## src/rtl/stream_mux_rr_if.sv

```systemverilog
// Handshake bundle between the N-channel stream mux and its producers/consumer.
// The mux connects through the slave modport; the environment drives it
// through the master modport.
interface stream_mux_rr_if #(
    parameter int WIDTH    = 4,
    parameter int CHANNELS = 4
);
    localparam int SEL_W = $clog2(CHANNELS);

    logic [CHANNELS-1:0]       in_valid;
    logic [CHANNELS*WIDTH-1:0] in_data;
    logic [CHANNELS-1:0]       in_ready;
    logic                      out_valid;
    logic [WIDTH-1:0]          out_data;
    logic [SEL_W-1:0]          out_sel;
    logic                      out_ready;

    modport master (
        output in_valid, in_data, out_ready,
        input  in_ready, out_valid, out_data, out_sel
    );

    modport slave (
        input  in_valid, in_data, out_ready,
        output in_ready, out_valid, out_data, out_sel
    );
endinterface

```

## src/rtl/stream_mux_rr.sv

```systemverilog
// N-channel, W-bit stream multiplexer with a single registered output stage.
// Arbitration is round-robin (mode=0, rotating pointer) or fixed priority
// (mode=1, channel 0 highest). The pointer is kept across mode changes so
// switching back to round-robin resumes where it left off.
module stream_mux_rr #(
    parameter int WIDTH    = 4,
    parameter int CHANNELS = 4
) (
    input  logic                  clk,
    input  logic                  rst,
    input  logic                  mode,
    stream_mux_rr_if.slave        bus
);
    localparam int SEL_W = $clog2(CHANNELS);
    localparam logic [SEL_W:0] CH_EXT  = (SEL_W+1)'(CHANNELS);
    localparam logic [SEL_W-1:0] LAST_CH = SEL_W'(CHANNELS - 1);

    logic                 out_valid_q, out_valid_d;
    logic [WIDTH-1:0]     out_data_q,  out_data_d;
    logic [SEL_W-1:0]     out_sel_q,   out_sel_d;
    logic [SEL_W-1:0]     ptr_q,       ptr_d;

    logic                 load;
    logic                 grant;
    logic                 found;
    logic [SEL_W-1:0]     start;
    logic [SEL_W-1:0]     winner;
    logic [SEL_W:0]       idx;
    logic [WIDTH-1:0]     win_data;

    // Output register is free when empty or being drained this cycle
    assign load  = !out_valid_q || bus.out_ready;
    assign start = mode ? '0 : ptr_q;

    // Scan channels from the start index with wrap-around; first valid wins
    always_comb begin
        found  = 1'b0;
        winner = '0;
        idx    = '0;
        for (int k = 0; k < CHANNELS; k++) begin
            idx = {1'b0, start} + (SEL_W+1)'(k);
            if (idx >= CH_EXT) begin
                idx = idx - CH_EXT;
            end
            if (!found && bus.in_valid[idx[SEL_W-1:0]]) begin
                found  = 1'b1;
                winner = idx[SEL_W-1:0];
            end
        end
    end

    assign grant = load && found && !rst;

    // One-hot ready towards the winning channel only
    always_comb begin
        bus.in_ready = '0;
        for (int i = 0; i < CHANNELS; i++) begin
            bus.in_ready[i] = grant && (winner == SEL_W'(i));
        end
    end

    // Select the winner's data word without a variable part-select
    always_comb begin
        win_data = '0;
        for (int i = 0; i < CHANNELS; i++) begin
            if (winner == SEL_W'(i)) begin
                win_data = bus.in_data[i*WIDTH +: WIDTH];
            end
        end
    end

    // Next state of the output register and round-robin pointer
    always_comb begin
        out_valid_d = out_valid_q;
        out_data_d  = out_data_q;
        out_sel_d   = out_sel_q;
        ptr_d       = ptr_q;
        if (load) begin
            out_valid_d = grant;
            if (grant) begin
                out_data_d = win_data;
                out_sel_d  = winner;
                if (!mode) begin
                    ptr_d = (winner == LAST_CH) ? '0 : winner + 1'b1;
                end
            end
        end
    end

    // State registers with synchronous reset
    always_ff @(posedge clk) begin
        if (rst) begin
            out_valid_q <= 1'b0;
            out_data_q  <= '0;
            out_sel_q   <= '0;
            ptr_q       <= '0;
        end else begin
            out_valid_q <= out_valid_d;
            out_data_q  <= out_data_d;
            out_sel_q   <= out_sel_d;
            ptr_q       <= ptr_d;
        end
    end

    assign bus.out_valid = out_valid_q;
    assign bus.out_data  = out_data_q;
    assign bus.out_sel   = out_sel_q;
endmodule

```

## src/flat_wrapper.sv

```systemverilog
// flat-port wrapper written by rule: the top's interface ports become plain ports
module stream_mux_rr_flat 
#(
    parameter int WIDTH    = 4,
    parameter int CHANNELS = 4
)
  (clk, rst, mode, bus_in_valid, bus_in_data, bus_out_ready, bus_in_ready, bus_out_valid, bus_out_data, bus_out_sel);
  stream_mux_rr_if #(.WIDTH(WIDTH), .CHANNELS(CHANNELS)) bus_i ();
  input  logic clk;
  input  logic rst;
  input  logic mode;
  input wire logic [$bits(bus_i.in_valid)-1:0] bus_in_valid;
  input wire logic [$bits(bus_i.in_data)-1:0] bus_in_data;
  input wire logic [$bits(bus_i.out_ready)-1:0] bus_out_ready;
  output wire logic [$bits(bus_i.in_ready)-1:0] bus_in_ready;
  output wire logic [$bits(bus_i.out_valid)-1:0] bus_out_valid;
  output wire logic [$bits(bus_i.out_data)-1:0] bus_out_data;
  output wire logic [$bits(bus_i.out_sel)-1:0] bus_out_sel;
  assign bus_i.in_valid = bus_in_valid;
  assign bus_i.in_data = bus_in_data;
  assign bus_i.out_ready = bus_out_ready;
  assign bus_in_ready = bus_i.in_ready;
  assign bus_out_valid = bus_i.out_valid;
  assign bus_out_data = bus_i.out_data;
  assign bus_out_sel = bus_i.out_sel;
  stream_mux_rr #(.WIDTH(WIDTH), .CHANNELS(CHANNELS)) u_core (.clk(clk), .rst(rst), .mode(mode), .bus(bus_i));
endmodule
```

## config.mk

```make
export PLATFORM = sky130hd
export DESIGN_NAME = stream_mux_rr_flat
export DESIGN_NICKNAME = d
export VERILOG_FILES = /design/src/rtl/stream_mux_rr_if.sv /design/src/rtl/stream_mux_rr.sv /design/src/flat_wrapper.sv
export SDC_FILE = /design/constraint.sdc
export NUM_CORES = 1
export LEC_CHECK = 0
export BUFFER_PORTS_ARGS = -buffer_cell sky130_fd_sc_hd__buf_2
export CORE_MARGIN = 2
export CORE_UTILIZATION = 50
export CTS_BUF_LIST = sky130_fd_sc_hd__clkbuf_4
export CTS_CLUSTER_DIAMETER = 40
export DETAILED_ROUTE_END_ITERATION = 8
export PLACE_DENSITY = 0.94
export SYNTH_ARGS = -nofsm -noshare
export SYNTH_HDL_FRONTEND = slang
export SYNTH_SLANG_ARGS = --single-unit
```

## constraint.sdc

```tcl
create_clock -name clk -period 2.9 [get_ports clk]
set_input_delay 0.29 -clock clk [delete_from_list [all_inputs] [get_ports clk]]
set_output_delay 0.29 -clock clk [all_outputs]
set_load 0.03 [all_outputs]
```

== After elaboration in Yosys (flattened, before gate mapping) ==
Index checks and enable logic that the tools add are counted.
Word-level totals
  RAM bits: 0
  latch bits: 0
  input bits: 24
  memories: 0
  bits in read-only memories: 0
  flip-flop bits (word level): 9
Cells by class
  reduce and logical (&&, ||, !) cells: 18
  divide/modulo/power cells: 0
  shift operators: 0
  bitwise logic cells: 1
  $add $sub $neg: 8
  eq/ne operators: 3
  $lt $le $gt $ge: 8
  muxes and demuxes: 26
  multipliers: 0
Operators by type and width (number)
  2-bit two-way mux: 10
  4-bit two-way mux: 4
  2-bit by 3-bit < comparator with 1-bit output (second input constant): 4
  3-bit greater-or-equal comparator (second input constant): 3
  1-bit logical AND: 9
  1-bit binary-select mux with 2-bit select: 4
  1-bit two-way mux: 8
  2-bit by 1-bit subtractor with 2-bit output (second input constant): 4
  2-bit by 2-bit adder with 3-bit output (second input constant): 2
  1-bit zero test: 5
  2-bit == test (second input constant): 2
  2-bit by 1-bit adder with 3-bit output (second input constant): 1
  2-bit by 3-bit greater-or-equal comparator with 1-bit output (second input constant): 1
  3-bit AND reduction: 1
  2-bit by 1-bit adder with 2-bit output (second input constant): 1
  2-bit by 1-bit == test with 1-bit output (second input constant): 1
  2-bit zero test: 1
  2-bit AND reduction: 1
  1-bit logical OR: 1
  1-bit NOT: 1

== Longest topological paths before layout ==
  depth after elaboration: 20
  depth in mapped cells: 12
  mapped depth without buffers: 11

== Least setup slack after synthesis ==
No wires, ideal clock.
  kind: register to output
  from: register u_core.ptr_q[0]
  to: output port bus_in_ready[3]
  stages on the path, launching flop included: 10
  arrival time: 2299 ps
  path buffers: 2
  setup slack: 311 ps
  cell sequence: dfxtp_1 buf_2 and2b_1 mux4_2 o21a_1 o311a_4 inv_2 ha_1 buf_1 and3_1
On the way
  elaborated cells between the ends (all ways): 42
RTL lines
  start: declaration: RTL line stream_mux_rr.sv:21  | logic [SEL_W-1:0] ptr_q, ptr_d;
  start signal: assignment: RTL line stream_mux_rr.sv:101  | ptr_q <= ptr_d;
  2-bit two-way mux (*): RTL line stream_mux_rr.sv:33  | assign start = mode ? '0 : ptr_q;
  parallel branches: the longest is 13 deep, another holds 2-bit by 1-bit adder with 3-bit output
  2-bit two-way mux (*): RTL line stream_mux_rr.sv:45  | if (!found && bus.in_valid[idx[SEL_W-1:0]]) begin
  via u_core.winner[0]: RTL line stream_mux_rr.sv:27  | logic [SEL_W-1:0] winner;
  2-bit == test (*): RTL line stream_mux_rr.sv:58  | bus.in_ready[i] = grant && (winner == SEL_W'(i));
  1-bit logical AND (*): RTL line stream_mux_rr.sv:58
  end: declaration: RTL line flat_wrapper.sv:15  | output wire logic [$bits(bus_i.in_ready)-1:0] bus_in_ready;
Mark *: on every way through the listed nets, which the timed path passes. The select of a mux whose other input is x is not followed.

== Worst setup path in the final report ==
  from: register u_core.ptr_q[1]
  to: output port bus_in_ready[1]
On the way
  elaborated cells between the ends (all ways): 42
RTL lines (RTL line)
  2-bit two-way mux (*): stream_mux_rr.sv:33
  parallel branches: the longest is 13 deep, another holds 2-bit by 1-bit adder with 3-bit output
  2-bit two-way mux (*): stream_mux_rr.sv:45
  via u_core.winner[0]: stream_mux_rr.sv:27
  2-bit by 1-bit == test with 1-bit output (*): stream_mux_rr.sv:58
  1-bit logical AND (*): stream_mux_rr.sv:58
Marks and branches as above.

==> results.md <==
Status:
- The flow ran to the end, and the final reports show no timing, DRC or antenna violations.

Finish:
- The antenna diode count is 0.
- Leaving out fill and tap cells, the most frequent cell in the layout is buf_2.
- The share of cells above drive strength 1 is 35.5%.
- In the layout the commonest cells are buf_2, o21ai_1, nor2b_1, dfxtp_1.
- Compared with the post-synthesis result, the final layout area differs by 28.9%.
- The final layout contains 181 nets.

Timing:
- The routed design could run at a clock period as short as around 2.8 ns.
- Headroom to the max-slew limit came out at 63.2%.
- Setup repair after global routing could not meet its margin everywhere.
- The number of setup violations in the final report is 0.
- The number of pins exceeding their max-slew limit in the final report is 0.
- At the pin with the least slew margin, the transition time is 0.552 ns.
- The slack of the critical path is 0.0956 ns.
- Based on the critical path, the design can be clocked at up to between 300 and 400 MHz.
- The total count of hold-check failures in the final report came to 0.
- The worst setup skew after layout is 0.00174 ns.
- The final critical path takes up 96.7% of the cycle.
- The final hold slack is 0.227 ns.

GRT:
- Global routing consumed, on the met2 layer, between 40% and 50% of the routing resources.
- The maximum number of pins on one net before global-route repair is 12.
- The routing usage on met3 is 5.88%.
- Global routing finished with a remaining overflow of 0.
- The first global-routing pass estimated 4050 um of wire.
- In the global route stage, met1 resource usage came out at 31.8%.
- Global routing used 26.2% of the available tracks.
- The via count of the first global-routing pass is 957.
- In this run the most used layer during global routing was met2.
- The initial antenna violation count came to 0.

Power:
- The share of power burned in combinational logic is 54.0%.
- The internal power of the cells totals 0.337 mW.
- The sequential share of power is ~28%.
- The switching share of total power is 42.2%.
- The ratio of total power to cell area is 504 nW/um^2.
- The clock share of power is 18.2%.
- The analysis attributes to cell leakage a power of 0.525 nW.
- VDD sags by at most 0.395 mV.
- The net switching power figure is ~0.25 mW.
- The total power consumption of the routed design is 0.583 mW.

Floorplanning:
- The number of rows created at floorplan is 15.
- The die outline height is approximately 46 um.
- 35 I/O pins were placed.
- The die covers 2150 sq um.
- From left edge to right edge, the die measures 46.4 um.
- Once the floorplan was initialized, standard cells occupied a little over half of the core.
- In this run the standard cell core region covers 1710 sq um.

Route:
- For this block, the initial DRC count from the detailed router was 20.
- Across all layers, the routed design uses between 1k and 1.5k vias.
- The via count normalized by instance count is between 5 and 6.
- The count of nets left with antenna violations once routing finished came out at 0.
- The wire length after detailed routing is around 2500 um.
- The first TritonRoute pass finished after 4 iterations.
- The post-detailed-route wirelength per cell is 13.9 um.
- For this run, design rule violations remaining after detail routing come to 0.

Hold path:
- The path class of the tightest hold or removal check is in -> reg.
- Counting instances, the worst hold path has a depth of 2.

Synthesis:
- The number of different library cells in the post-synthesis netlist is 43.
- The number of nets handed over by synthesis was 143.
- The number of enable-type register cells in the synthesized netlist is 0.
- Synthesis inferred 9 register bits.
- After synthesis the cells add up to 897 sq um.
- The number of warnings reported in the yosys synthesis log is 0.
- The synthesized area per cell is 7.80 sq um.
- Synthesis produced a netlist whose cell count is 115.
- The most used flip-flop cell after synthesis is dfxtp_1.
- The fraction of the yosys area taken by sequential cells is 20.1%.
- For this run, asynchronously set or reset flops after synthesis account for 0%.

Clocking:
- The cts-stage hold buffer count is 0.
- In this run the number of H-tree levels came out at 1.
- Once the clock tree was built, the setup fixing pass inserted 0 buffers.
- The worst-skew pair later-pin latency is 0.26 ns.
- The clock root buffer is clkbuf_4.
- The clock drives 9 sinks.
- The total CTS buffers is 3.
- The maximum clock path buffer count is 2.
- TritonCTS built the clock tree.
- The clock-pin transition on the worst setup and hold timing paths is around 0.06 ns.

Place:
- The worst slack at placement is 0.0142 ns.
- The weighted congestion at the end of routability-driven global placement is around 0.89.
- The post-detailed-placement half-perimeter wirelength is 1930 um.
- Buffers placed on the I/O ports in this run total 34.

Worst setup path:
- STA classifies the critical path startpoint as a register.
- STA classifies the critical path endpoint as a primary output.
- The register-to-register path setup slack is 0.18 ns.
- The critical path is of the reg -> out type.
- In this run the worst path has a maximum fanout of 7.
- For the worst setup path, the data required time is 2.61 ns.
- The number of cell instances on the worst register-to-register path is 11.
- The data arrival time of the worst path is 2.51 ns.

Run:
- Max-cap violations in this run came to 0.
[cell type report]
| type | instances | area [sq um] |
|---|---|---|
| Multi-Input combinational cell | 95 | 687 |
| Fill cell | 154 | 552 |
| Timing Repair Buffer | 39 | 208 |
| Sequential cell | 9 | 181 |
| Tap cell | 25 | 31.3 |
| Clock buffer | 4 | 30.0 |
| Inverter | 5 | 18.8 |
[metal layers]
metal / share of wire, % / vias up
li1: - / 515
met1: 44 / 464
met2: 50 / 35
met3: 5.0 / 2
met4: 0.41 / 0
met5: 0 / -
[final timing paths]
kind,start,to
setup / recovery,u_core.ptr_q[1]$_SDFFE_PP0P_,bus_in_ready[1]
hold / removal,rst,u_core.bus.out_valid$_SDFFE_PP0P_
setup reg to reg,u_core.ptr_q[1]$_SDFFE_PP0P_,u_core.bus.out_data[3]$_SDFFE_PP0P_
hold reg to reg,u_core.bus.out_data[1]$_SDFFE_PP0P_,u_core.bus.out_data[1]$_SDFFE_PP0P_
[logic make-up (layout without fill, tap and decap cells)]
logic type / count (synthesis) / after routing / share of synthesized area [%]
muxes: 2 / 2 / 3.77
buffers and inverters: 11 / 48 / 5.02
DFF: 9 / 9 / 20.1
and+or+nand+nor: 47 / 47 / 30.5
AOI/OAI and AO/OA: 42 / 42 / 35.0
adders and majority gates: 4 / 4 / 5.58
[cells in the mapped netlist, types with 2 or more instances]
cell	count	area share, %
a21oi_1	7	3.9
a221oi_1	3	2.9
and3_1	4	2.8
buf_2	3	1.7
clkbuf_1	2	0.84
dfxtp_1	9	20
ha_1	4	5.6
inv_1	4	1.7
nand2_1	7	2.9
nand2b_1	4	2.8
nand3_1	2	1.1
nand3b_1	2	1.7
nor2_1	7	2.9
nor2b_1	8	5.6
nor3_1	4	2.2
o211ai_1	5	4.2
o21a_1	2	1.7
o21ai_0	2	1.1
o21ai_1	9	5.0
o21bai_1	2	1.7
o221ai_1	2	2.0
o311ai_1	2	2.0
[sequential cells by signal (all words and copies together) (netlist names)]
signal and cells:
u_core.bus.out_data 4, u_core.ptr_q 2, u_core.bus.out_valid 1, u_core.bus.out_sel 2
[power groups by stage]
stage          clock (mW)  sequential, mW  combinational [mW]
3_5_place_dp            0           0.164               0.305
5_1_grt             0.112           0.164               0.348
2_1_floorplan           0           0.195               0.184
6_report            0.106           0.162               0.315
4_1_cts             0.108           0.162               0.313
3_3_place_gp            0           0.162               0.297
[critical path, stage by stage (launching register included)]
cell and delay [ns]:
dfxtp_1 0.34, nand2b_1 0.15, mux4_2 0.55, o21a_1 0.13, o311a_4 0.38, inv_2 0.08, ha_1 0.26, and3_1 0.18
buf_2 0.19
[timing repair]
item	in CTS	in global routing
resized for setup	2	2
endpoints found under the setup margin	3	5
pin swaps	0	0
[through the flow]
step	cells	instance area (sq um)	utilization [%]	TNS (ns)
6_report	177	1160	67.7	0
5_1_grt	177	1160	67.7	-0.134
4_1_cts	177	1150	67.4	0
3_5_place_dp	173	1110	65.0	0
3_3_place_gp	173	1110	65.0	0
2_1_floorplan	115	897	-	0
(Power assumes the default switching activity.)
